[src/rtl/seq_divider_if.sv]
// Start/busy/done handshake and operand/result bus for the sequential divider.
interface seq_divider_if #(
   parameter int unsigned WIDTH = 16
);
   logic             start;
   logic [WIDTH-1:0] dividend;
   logic [WIDTH-1:0] divisor;
   logic [WIDTH-1:0] quotient;
   logic [WIDTH-1:0] remainder;
   logic             busy;
   logic             done;
   logic [1:0]       err;

   modport master (
      output start, dividend, divisor,
      input  quotient, remainder, busy, done, err
   );

   modport slave (
      input  start, dividend, divisor,
      output quotient, remainder, busy, done, err
   );
endinterface

[src/rtl/seq_divider.sv]
// Unsigned restoring divider: one subtract-and-restore step per clock, WIDTH steps.
// err[0] = divide-by-zero on last operation, err[1] = start ignored while busy (sticky).
module seq_divider #(
   parameter int unsigned WIDTH = 16,
   parameter int unsigned CNT_W = 5
) (
   input  logic         clk,
   input  logic         rst_n,
   seq_divider_if.slave div_if
);

   typedef enum logic [1:0] {
      S_IDLE,
      S_RUN,
      S_DONE
   } state_t;

   state_t           state_q;
   logic [WIDTH-1:0] r_q;
   logic [WIDTH-1:0] q_q;
   logic [WIDTH-1:0] dvs_q;
   logic [CNT_W-1:0] cnt_q;
   logic             dz_q;
   logic [WIDTH-1:0] quotient_q;
   logic [WIDTH-1:0] remainder_q;
   logic             busy_q;
   logic             done_q;
   logic [1:0]       err_q;

   logic [WIDTH:0]   rem_shift_d;
   logic [WIDTH:0]   trial_d;
   logic [WIDTH-1:0] r_d;
   logic [WIDTH-1:0] q_d;

   // One restoring step: shift in next dividend bit, trial-subtract, keep or restore.
   always_comb begin
      rem_shift_d = {r_q, q_q[WIDTH-1]};
      trial_d     = rem_shift_d - {1'b0, dvs_q};
      if (trial_d[WIDTH]) begin
         r_d = rem_shift_d[WIDTH-1:0];
         q_d = {q_q[WIDTH-2:0], 1'b0};
      end else begin
         r_d = trial_d[WIDTH-1:0];
         q_d = {q_q[WIDTH-2:0], 1'b1};
      end
   end

   // Control FSM with registered results and status.
   // A zero divisor still passes through RUN for one cycle (with busy low) so
   // its result appears one edge after acceptance, like the normal path.
   always_ff @(posedge clk or negedge rst_n) begin
      if (!rst_n) begin
         state_q     <= S_IDLE;
         r_q         <= '0;
         q_q         <= '0;
         dvs_q       <= '0;
         cnt_q       <= '0;
         dz_q        <= 1'b0;
         quotient_q  <= '0;
         remainder_q <= '0;
         busy_q      <= 1'b0;
         done_q      <= 1'b0;
         err_q       <= '0;
      end else begin
         done_q <= 1'b0;
         case (state_q)
            S_IDLE, S_DONE: begin
               state_q <= S_IDLE;
               if (div_if.start) begin
                  r_q     <= '0;
                  q_q     <= div_if.dividend;
                  dvs_q   <= div_if.divisor;
                  err_q   <= '0;
                  state_q <= S_RUN;
                  if (div_if.divisor == '0) begin
                     dz_q  <= 1'b1;
                     cnt_q <= '0;
                  end else begin
                     dz_q   <= 1'b0;
                     cnt_q  <= CNT_W'(WIDTH);
                     busy_q <= 1'b1;
                  end
               end
            end
            S_RUN: begin
               if (div_if.start) begin
                  err_q[1] <= 1'b1;
               end
               if (dz_q) begin
                  quotient_q  <= '1;
                  remainder_q <= q_q;
                  err_q[0]    <= 1'b1;
                  dz_q        <= 1'b0;
                  done_q      <= 1'b1;
                  state_q     <= S_DONE;
               end else begin
                  r_q   <= r_d;
                  q_q   <= q_d;
                  cnt_q <= cnt_q - CNT_W'(1);
                  if (cnt_q == CNT_W'(1)) begin
                     quotient_q  <= q_d;
                     remainder_q <= r_d;
                     err_q[0]    <= 1'b0;
                     busy_q      <= 1'b0;
                     done_q      <= 1'b1;
                     state_q     <= S_DONE;
                  end
               end
            end
            default: state_q <= S_IDLE;
         endcase
      end
   end

   assign div_if.quotient  = quotient_q;
   assign div_if.remainder = remainder_q;
   assign div_if.busy      = busy_q;
   assign div_if.done      = done_q;
   assign div_if.err       = err_q;

endmodule
[src/flat_wrapper.sv]
// flat-port wrapper written by rule: the top's interface ports become plain ports
module seq_divider_flat 
#(
   parameter int unsigned WIDTH = 16,
   parameter int unsigned CNT_W = 5
)
  (clk, rst_n, div_if_start, div_if_dividend, div_if_divisor, div_if_quotient, div_if_remainder, div_if_busy, div_if_done, div_if_err);
  seq_divider_if #(.WIDTH(WIDTH)) div_if_i ();
  input  logic clk;
  input  logic rst_n;
  input wire logic [$bits(div_if_i.start)-1:0] div_if_start;
  input wire logic [$bits(div_if_i.dividend)-1:0] div_if_dividend;
  input wire logic [$bits(div_if_i.divisor)-1:0] div_if_divisor;
  output wire logic [$bits(div_if_i.quotient)-1:0] div_if_quotient;
  output wire logic [$bits(div_if_i.remainder)-1:0] div_if_remainder;
  output wire logic [$bits(div_if_i.busy)-1:0] div_if_busy;
  output wire logic [$bits(div_if_i.done)-1:0] div_if_done;
  output wire logic [$bits(div_if_i.err)-1:0] div_if_err;
  assign div_if_i.start = div_if_start;
  assign div_if_i.dividend = div_if_dividend;
  assign div_if_i.divisor = div_if_divisor;
  assign div_if_quotient = div_if_i.quotient;
  assign div_if_remainder = div_if_i.remainder;
  assign div_if_busy = div_if_i.busy;
  assign div_if_done = div_if_i.done;
  assign div_if_err = div_if_i.err;
  seq_divider #(.WIDTH(WIDTH), .CNT_W(CNT_W)) u_core (.clk(clk), .rst_n(rst_n), .div_if(div_if_i));
endmodule
[config.mk]
export PLATFORM = sky130hd
export DESIGN_NAME = seq_divider_flat
export DESIGN_NICKNAME = d
export VERILOG_FILES = /design/src/rtl/seq_divider_if.sv /design/src/rtl/seq_divider.sv /design/src/flat_wrapper.sv
export SDC_FILE = /design/constraint.sdc
export NUM_CORES = 1
export LEC_CHECK = 0
export CORE_ASPECT_RATIO = 1.5
export CORE_MARGIN = 2
export CORE_UTILIZATION = 55
export CTS_CLUSTER_SIZE = 8
export DETAILED_ROUTE_END_ITERATION = 16
export PLACE_DENSITY_LB_ADDON = 0.2
export SYNTH_ARGS = -nofsm -noshare
export SYNTH_HDL_FRONTEND = slang
export SYNTH_SLANG_ARGS = --single-unit
[constraint.sdc]
create_clock -name clk -period 4.2 [get_ports clk]
set_input_delay 0.42 -clock clk [delete_from_list [all_inputs] [get_ports clk]]
set_output_delay 0.42 -clock clk [all_outputs]
set_load 0.01 [all_outputs]
Yosys cells after proc, flatten, opt, wreduce, memory -nomap -nowiden
Cells that the tools add are included.
Word-level totals
  bits of input ports: 35
  register bits after elaboration: 92
  output and inout bits: 36
  word-level logic and storage cells: 70
Cells by class
  add/sub/neg operators: 2
  equal/unequal tests: 9
  multiplexer cells: 35
  reductions and logical operators: 12
Operators with widths (count)
  2-to-1 mux 16 bit: 9
  one-hot mux 16 bit (2 select lines): 2
  subtractor 17 x 16 -> 17 bit: 1
  logical NOT 16 bit: 1
  2-to-1 mux 5 bit: 3
  2-to-1 mux 1 bit: 13
  one-hot mux 5 bit (2 select lines): 1
  AND reduction 3 bit: 3
  != test 2 bit (second input constant): 4
  one-hot mux 2 bit (2 select lines): 2
  2-to-1 mux 2 bit: 3
  AND reduction 2 bit: 3
  == test 5 x 1 -> 1 bit (second input constant): 1
  AND reduction 5 bit: 1
  subtractor 5 x 1 -> 5 bit (second input constant): 1
  one-hot mux 1 bit (2 select lines): 2
  nonzero test 2 bit: 2
  != test 3 x 1 -> 1 bit (second input constant): 1
  == test 2 x 1 -> 1 bit (second input constant): 1
  == test 2 bit (second input constant): 1
  logical NOT 2 bit: 1
  != test 2 x 1 -> 1 bit (second input constant): 1
  OR reduction 2 bit: 1

Depth between registers and ports, before layout
  depth after elaboration: 4
  mapped depth: 12
  depth with buffers taken out: 11

Worst setup path before layout
OpenSTA, ideal clock, no wires.
  path kind: flip-flop to flip-flop
  from: register u_core.q_q[15]
  to: register u_core.remainder_q[0] (netlist: u_core.div_if.remainder[0])
  setup time: 0.073 ns
  slack: 1.785 ns
  clock period less this slack: 2.415 ns
  required time: 4.127 ns
  cell stages (with the launch flop): 13
  path buffers: 1
  data arrival time: 2.342 ns
  path through: dfrtp_1 inv_1 ha_1 inv_1 fa_1 nand3_1 nand2_1 a21boi_1 o21ai_2 xor2_1 buf_6 mux2_4 a21oi_2
On the way
  longest elaborated chain between the ends: 4
Ends and longest elaborated chain
  from (decl): line seq_divider.sv:20  | logic [WIDTH-1:0] q_q;
  from (signal assigned): line seq_divider.sv:71  | q_q <= div_if.dividend;
  from (signal assigned): line seq_divider.sv:98  | q_q <= q_d;
  subtractor 17 x 16 -> 17 bit: line seq_divider.sv:38  | trial_d = rem_shift_d - {1'b0, dvs_q};
  2-to-1 mux 16 bit *: line seq_divider.sv:39  | if (trial_d[WIDTH]) begin
  2-to-1 mux 16 bit *: line seq_divider.sv:100  | if (cnt_q == CNT_W'(1)) begin
  2-to-1 mux 16 bit *: line seq_divider.sv:89  | if (dz_q) begin
  to (signal assigned): line seq_divider.sv:91  | remainder_q <= q_q;
  to (signal assigned): line seq_divider.sv:102  | remainder_q <= r_d;
  to (decl): line seq_divider.sv:25  | logic [WIDTH-1:0] remainder_q;
Every way passes the cells marked *; elsewhere a longest branch is shown, timed or not. The select of a mux whose other input is x is not followed.
A chain may end at the register's enable or synchronous reset.

Worst setup path after layout
  from: register u_core.q_q[15]
  to: register u_core.r_q[15]
On the way
  longest elaborated chain between the ends: 4
Ends and longest elaborated chain
  subtractor 17 x 16 -> 17 bit: line seq_divider.sv:38
  2-to-1 mux 16 bit: line seq_divider.sv:39
  2-to-1 mux 16 bit: line seq_divider.sv:89
  one-hot mux 16 bit (2 select lines): line seq_divider.sv:66  | case (state_q)
  to (signal assigned): line seq_divider.sv:97  | r_q <= r_d;
  to (decl): line seq_divider.sv:19  | logic [WIDTH-1:0] r_q;
Every way passes these cells. The select of a mux whose other input is x is not followed.

==> out/results.txt <==
Crit-path max FO = 20
Post-route ant nets = 0
Library cells used by synthesis = 51
P_sw = 2.56 mW
DR vias = 3821
Die ar. = 9150 um^2
Rows = 40
Initial DRC Count = 192
CTS tree = built
Most common flop cell mapped by yosys = dfrtp_1
Initial antenna violation count = 0
Die Y = 116 um
ANT cells = 0
Slew Limit Fails = 0
Clk network pwr share = 0.164
Largest net degree at the start of global routing = 68
Unrepaired setup endpoints after global routing = no
R2R depth = 12
Pleak = 2.54 nW
Vias per inst = 5.91
DR pass1 iterations = 4
Root Buffer = clkbuf_16
CP Depth = 12
Gpl congestion = 0.834
Share of cells above drive strength 1 = 0.0647
Clock latency on the worst-skew pair = 0.34 ns
Initial Util = 0.572
HP Class = input pin to asynchronous set/reset pin
Core Area = 8060 um^2
Worst-Margin Slew = 0.948 ns
Seq/Total Area, Yosys = 0.499
Tcrit/Tclk final = 0.677
Num CTS Buffers = 9
Routed len/inst = 17.8 um
Overall routing resource usage = 0.267
Post-synth EDFFs = 0
Setup bufs post-CTS = 0
Post-synth top area cell = dfrtp_1
Pwr dens = 1050 nW/um^2
# hold bufs at CTS = 0
First-pass GRT wire length = 18.9 mm
Max IR drop VDD = 529 uV
Final Hold Fails = 0
DRC errors left = 0
CP peak stage delay = 0.39 ns
Number of global-route vias before repair = 3976
PortBufs = 70
Syn_nets = 528
Max-cap violation count = 0
Commonest cells in the netlist = dfrtp_1 (92), nand2_1 (75), o21ai_0 (36), a21oi_1 (28), inv_1 (26)
Post-DP Area = 5400 um^2
Most area-consuming cells after synthesis = dfrtp_1 (50%), nand2_1 (6.1%), ha_1 (4.9%)
Register bit count reported by yosys = 92
Combined buffer and inverter count along the critical path = 3
Fin nets = 590
Relative slew slack = 0.368
Logic pwr share = 0.560
Layout area overhead = 25.2%
Status = finished clean
CP most frequent cell = inv_1
Routed WL = 11.5 mm
Clock Tree Buf Depth = 2
Worst Path Arrival = 3.02 ns
Flop pwr share = 0.277
CTS sink count = 92
Fill count = 601
Crit path cell chain = inv_1, ha_1, inv_1, fa_1, nand3_1, nand2_1, a21boi_1, o21ai_2, xor2_2, buf_4, mux2i_1, o21ai_0
Critical path type = flop to flop
Post-synth ARST share = 1.00
Final setup TNS = 0 ns
Placed cells = 630
Startpoint types = flop
Post-cts resize count = 0
Clock slew at reported path FFs = 0.06 ns
Minimum clock period = 2.84 ns
Pint = 3.52 mW
Critical path endpoint category = flop
Mapped Cells = 474
Top delay family on crit path = compound AO/OA/AOI/OAI gates
Final Skew = 0.00872 ns
Die outline width = 78.8 um
Worst Path Required = 4.37 ns
Io pins = 71
Final setup viols = 0
Fin cells = 646
H-tree lvl count = 3
Fmax = 352 MHz
Hold WS = 0.167 ns
Mean post-synth cell area = 9.73 um^2
Switching Share = 0.421
Critical path's slowest cell = fa_1
Area share of the largest cell type after synthesis = 0.499
Final instance area = 5770 um^2
Post-Syn Area = 4610 um^2
Post-DP HPWL = 8.12 mm
GR Overflow Total = 0
YS warnings = 0
Count leader, synth = dfrtp_1
## per-layer routing
metal  part of all wire  vias up  track usage
li1                   -     1816            -
met1               0.42     1881        0.320
met2               0.51      109        0.470
met3              0.056       15       0.0611
met4              0.019        0        0.101
met5                  0        -            0
## cell families (layout without fill, tap and decap cells)
group / Yosys count / in the layout / share of synthesized area
and+or+nand+nor: 134 / 134 / 0.126
DFF: 92 / 92 / 0.499
adders and majority gates: 19 / 19 / 0.0532
buffers and inverters: 51 / 118 / 0.0442
muxes: 13 / 13 / 0.0293
xor gates and xnor gates: 15 / 15 / 0.0285
AOI/OAI and AO/OA: 150 / 150 / 0.219
## cell usage in the layout (no fill, tap or decap), types with 3 or more instances in the layout
master / netlist / layout
nor4_1: 5 / 5
inv_1: 26 / 26
o22a_1: 18 / 18
a21o_1: 8 / 8
nand3_1: 18 / 18
buf_4: 0 / 7
o21ai_0: 36 / 36
o22ai_1: 15 / 15
a22oi_1: 17 / 17
a21oi_1: 28 / 28
xor2_1: 5 / 4
nor2_1: 18 / 17
ha_1: 18 / 18
clkbuf_16: 0 / 9
bufinv_16: 0 / 4
mux2i_1: 12 / 12
nor3_1: 4 / 4
a21oi_2: 3 / 3
nand2_1: 75 / 75
dfrtp_1: 92 / 92
xnor2_1: 10 / 10
clkdlybuf4s50_1: 0 / 69
## through the flow
stage,total power [mW],utilization,setup slack (ns)
6_report,6.07,0.716,1.36
5_1_grt,6.53,0.716,1.13
4_1_cts,6.08,0.716,1.35
3_5_place_dp,5.02,0.670,1.41
3_3_place_gp,4.91,0.670,1.52
2_1_floorplan,3.99,-,1.78
## registers in the layout (all words and copies together), names as in the netlist
register / cells
u_core.state_q: 2
u_core.r_q: 16
u_core.dz_q: 1
u_core.div_if.quotient: 16
u_core.dvs_q: 16
u_core.div_if.remainder: 16
u_core.div_if.done: 1
u_core.q_q: 16
u_core.div_if.busy: 1
u_core.div_if.err: 2
u_core.cnt_q: 5
## layout make-up
class | instances | area (um^2) | area share
flip-flops and latches | 92 | 2300 | 0.399
multi-input cells | 331 | 2120 | 0.368
repair buffers | 76 | 743 | 0.129
clock buffers | 10 | 239 | 0.0414
clock inverters | 6 | 135 | 0.0234
well taps | 105 | 131 | 0.0228
inverters | 26 | 97.6 | 0.0169
## path summary, 6_finish.rpt
kind,start,endpoint,slack [ns]
max,u_core.q_q[15],u_core.r_q[15],1.36
min,rst_n,u_core.dvs_q[13],0.17
max reg2reg,u_core.q_q[15],u_core.r_q[15],1.36
min reg2reg,u_core.div_if.quotient[0],u_core.div_if.quotient[0],0.51
max in group asynchronous,rst_n,u_core.r_q[11],3.13
min in group clk,u_core.div_if.quotient[0],u_core.div_if.quotient[0],0.51
## power by group through the flow
stage                     clock [mW]  sequential, mW  combinational, mW
final                          0.994            1.68               3.40
after global routing            1.04            1.73               3.75
after CTS                       1.01            1.67               3.40
after detailed placement           0            1.68               3.34
after global placement             0            1.66               3.24
after floorplan                    0            1.66               2.33
Note: power is estimated with default switching activity, not from simulation.
==> RTL change 1, RTL diff (same flow settings) <==
Encoding of `state_t`: now one-hot (3 bits for 3 states).
--- a/src/rtl/seq_divider.sv
+++ b/src/rtl/seq_divider.sv
@@ -11,6 +11,6 @@
 
-   typedef enum logic [1:0] {
-      S_IDLE,
-      S_RUN,
-      S_DONE
+   typedef enum logic [2:0] {
+      S_IDLE = 3'b001,
+      S_RUN  = 3'b010,
+      S_DONE = 3'b100
    } state_t;
Function: no difference found for any inputs over 10 cycles, from zero or initial values and one cycle with rst_n low; not proved beyond that.
==> RTL change 1 against the unedited design <==
- sequential cell count increased by 1
- critical path type unchanged
- area after synthesis increased by 3.7%
- global-route usage decreased by 1.1 points
- routed wire length increased by 0.54%
- final area increased by 2.0%
- utilization decreased by 1.6 points
- synthesized cell count increased by 9.5%
- total power decreased by 24%
- sequential power decreased by 14%
- worst setup slack got worse by 0.34 ns
- non-clock buffer count increased by 3
- clock skew about the same
==> RTL change 1: results (changes against the unedited design) <==
status complete, no violations; M1 WL 4810 µm (+0.69%); Layout area overhead 23.19%; Netlist cell types 53 (+3.9%); CP arrival 3.37 ns (+0.35 ns); Worst Tran Pin Value 0.8673 ns (-0.08109 ns); CTS clock-pin slew for the worst setup and hold paths 0.07 ns; VDD IR-drop max 0.4684 mV (-11%); Worst Setup EP u_core.r_q[6]; via-per-instance ratio 5.813 (-1.7%); cells after synthesis 519 (+9.5%); metal3 WL 635 µm (-1.7%); layout filler cell count 662 (+10%); critical path fanouts, max 17 (-15%); initial drt markers 267 (+39%); Final Instance Count excl. Fillers 695 (+7.6%); Layout Nets 637 (+8.0%); # placed instances 679 (+7.8%); largest net degree at the start of global routing 53 (-22%); Max stage delay on crit path 0.64 ns (+0.25 ns); pre-CTS setup slack 1.039 ns (-0.3695 ns); Pleak 2.776 nW (+9.1%); Slowest-stage cell, CP xnor2_4; DP Area 0.005582 mm² (+3.4%); top area cells in the synthesized netlist dfrtp_1, nand2_1, o21ai_0; worst flop-to-flop path endpoint u_core.r_q[6]; most frequent cells after synthesis nand2_1, dfrtp_1, o21ai_0; wire per inst 16.59 µm (-6.5%); switching power share of the total 41.76% (-0.33 points); metal2 WL 5785 µm (-0.72%); HPWL Detailed 8306 µm (+2.3%); vias in the first global route 3903 (-1.8%); layout cells sized above 1 5.952% (-0.52 points); Syn Nets 573 (+8.5%); drt pass-1 iters 5 (+1); GPL Wtd Cong 0.8284 (-0.70%); register area share after synthesis 48.72% (-1.2 points); worst clock skew 0.008586 ns (-0.0001356 ns); Reg2Reg Depth 11 (-1); Yosys warnings 0 (unchanged); GR Util All Layers 25.64% (-1.1 points); final setup margin 1.017 ns (-0.3412 ns); final hold vios 0 (unchanged)
RTL change 1: changes by cell type after synthesis, moves of 8 or more:
cell and change:
nand3_1 -15, o22ai_1 -9, o21ai_1 +10, nand2_1 +32, nand3b_1 +8, o21ai_0 +29, o22a_1 -17
RTL change 1: layout make-up:
type / instances / share of cell area, %
Sequential cell: 93 / 39.55
Timing Repair Buffer: 79 / 13.00
Clock buffer: 9 / 3.825
Clock inverter: 7 / 1.381
Tap cell: 107 / 2.274
Inverter: 23 / 1.466
Multi-Input combinational cell: 377 / 38.50
RTL change 1: kinds of logic (layout without fill, tap and decap cells):
group,Yosys count,count (layout),synth area share (%)
buf+inv,49,118,4.005
compound gates,157,157,19.48
mux,17,17,3.665
xor+xnor,18,18,3.691
flops,93,93,48.72
fa+ha+maj,19,19,5.131
simple gates,166,166,15.31
RTL change 1: how the worst min path moves through the flow:
stage	endpoint	slack, ns	cells after the start
3_3_place_gp	u_core.div_if.quotient[15]	0.45	2
6_report	u_core.div_if.quotient[2]	0.09	1
3_5_place_dp	u_core.div_if.quotient[14]	0.46	2
4_1_cts	u_core.div_if.err[1]	0.12	1
2_1_floorplan	u_core.cnt_q[0]	0.12	0
5_1_grt	u_core.div_if.quotient[2]	0.16	1
RTL change 1: power groups by stage:
stage | sequential [mW] | combinational [mW] | clock, mW
after detailed placement | 1.46 | 2.30 | 0
after global routing | 1.48 | 2.58 | 0.887
final | 1.45 | 2.32 | 0.835
after floorplan | 1.41 | 1.71 | 0
after global placement | 1.44 | 2.21 | 0
after CTS | 1.44 | 2.32 | 0.849
RTL change 1: layer usage:
| metal | track usage, % | vias up |
|---|---|---|
| li1 | - | 1937 |
| met1 | 34.02 | 1944 |
| met2 | 41.67 | 134 |
| met3 | 4.122 | 25 |
| met4 | 10.17 | 0 |
| met5 | 0 | - |
==> RTL change 2, RTL diff (same flow settings) <==
Without the edit above. `CNT_W` is set to 5 in 2 places; all go to 7.
--- a/src/rtl/seq_divider.sv
+++ b/src/rtl/seq_divider.sv
@@ -4,3 +4,3 @@
    parameter int unsigned WIDTH = 16,
-   parameter int unsigned CNT_W = 5
+   parameter int unsigned CNT_W = 7
 ) (
--- a/src/flat_wrapper.sv
+++ b/src/flat_wrapper.sv
@@ -4,3 +4,3 @@
    parameter int unsigned WIDTH = 16,
-   parameter int unsigned CNT_W = 5
+   parameter int unsigned CNT_W = 7
 )
Formal check against the unedited RTL: no difference found for any inputs over 10 cycles, from zero or initial values and one cycle with rst_n low; that may be too few to reach the edited logic, so the function may still have changed.
==> RTL change 2 against the unedited design <==
- area after synthesis up 5.3%
- worst setup slack worse by 0.45 ns
- clock power down 11%
- final area up 2.9%
- sequential cell count up 2
- total power down 1.1%
- non-clock buffer count up 1
- maximum frequency down 14%
- cell count up 6.3%
- routed wire length up 13%
- largest power group unchanged
==> RTL change 2: results (changes against the unedited design) <==
Worst Tran Pin Value 0.9217 ns (-0.02667 ns); drt pass-1 iters 5 (+1); sequential cell area 0.002352 mm² (+2.2%); Tightest Hold Check Type input port to async pin; GR Util All Layers 28.96% (+2.2 points); Pwr top combinational logic; M1 WL 5269 µm (+10%); Synth Area in Compound Gates 21.64% (-0.26 points); Max stage delay on crit path 0.70 ns (+0.31 ns); GR Layer Usage met3 5.455% (-0.65 points); most frequent cells after synthesis dfrtp_1, nand2_1, o21ai_0; status complete, no violations; post-synthesis adder-cell area fraction 5.049% (-0.27 points); Crit path max-delay family simple AND/OR/NAND/NOR gates; vias in the first global route 4265 (+7.3%); Layout Nets 626 (+6.1%); VDD IR-drop max 0.5408 mV (+2.3%); Non-Clock Buffer Count 77 (+1.3%); r2r setup slk 0.91 ns (-0.45 ns); xor/xnor share of the synthesized area 2.344% (-0.51 points); clock sinks 94 (+2.2%); Switch Pwr 2.643 mW (+3.4%); met1 usage 36.65% (+4.7 points); multi-input gates 366 (+11%); worst hold slack 0.1865 ns (+0.01937 ns); clkbuf count 9 (-1); critical path fanouts, max 15 (-25%); Post-CTS Setup Bufs 0 (unchanged); Netlist cell types 57 (+12%); CP arrival 3.48 ns (+0.46 ns); HPWL Detailed 9009 µm (+11%); register area share after synthesis 48.43% (-1.5 points); clock network area share 5.416% (-1.1 points); inverter count 24 (-7.7%); initial drt markers 211 (+9.9%); largest net degree at the start of global routing 70 (+2.9%); via-per-instance ratio 6.070 (+2.6%); metal2 WL 6500 µm (+12%); worst clock skew 0.005545 ns (-0.003177 ns); NonClk Buf Share 12.64% (-0.23 points); wire per inst 18.79 µm (+5.8%); seq pwr 1.72 mW (+2%); Yosys warnings 0 (unchanged); Syn Nets 566 (+7.2%); Slowest-stage cell, CP and2_1; global-route wire length before repair 21450 µm (+13%); top area cells in the synthesized netlist dfrtp_1, nand2_1, o21ai_0; multi-input combinational cell area 0.002285 mm² (+7.7%); mux cell area share after synthesis 2.705% (-0.23 points); part of the power in combinational logic 56.7% (+0.7 points); metal3 WL 692 µm (+7.1%); met2 usage in global routing 47.81% (+0.80 points); layout cells sized above 1 6.066% (-0.40 points); GPL Wtd Cong 0.8634 (+3.5%); Pleak 2.583 nW (+1.5%); layout filler cell count 684 (+14%)
-- RTL change 2: per-stage QoR --
step           std cells  cell area, µm²  worst slack (ns)  utilization [%]  total power [mW]
2_1_floorplan        512            4857             1.509                -             4.065
3_3_place_gp         671            5615             1.052            64.37             4.950
3_5_place_dp         671            5615            0.9305            64.37             5.047
4_1_cts              687            5937            0.8823            68.06             5.994
5_1_grt              687            5937            0.5638            68.06             6.476
6_report             687            5937            0.9072            68.06             6.007
-- RTL change 2: worst paths after layout --
kind	from	end	depth (start not counted)
setup / recovery	u_core.q_q[15]	u_core.div_if.remainder[6]	11
hold / removal	rst_n	u_core.dvs_q[4]	1
setup reg to reg	u_core.q_q[15]	u_core.div_if.remainder[6]	11
hold reg to reg	u_core.dvs_q[0]	u_core.dvs_q[0]	2
max in group asynchronous	rst_n	u_core.q_q[7]	2
min in group clk	u_core.dvs_q[0]	u_core.dvs_q[0]	2
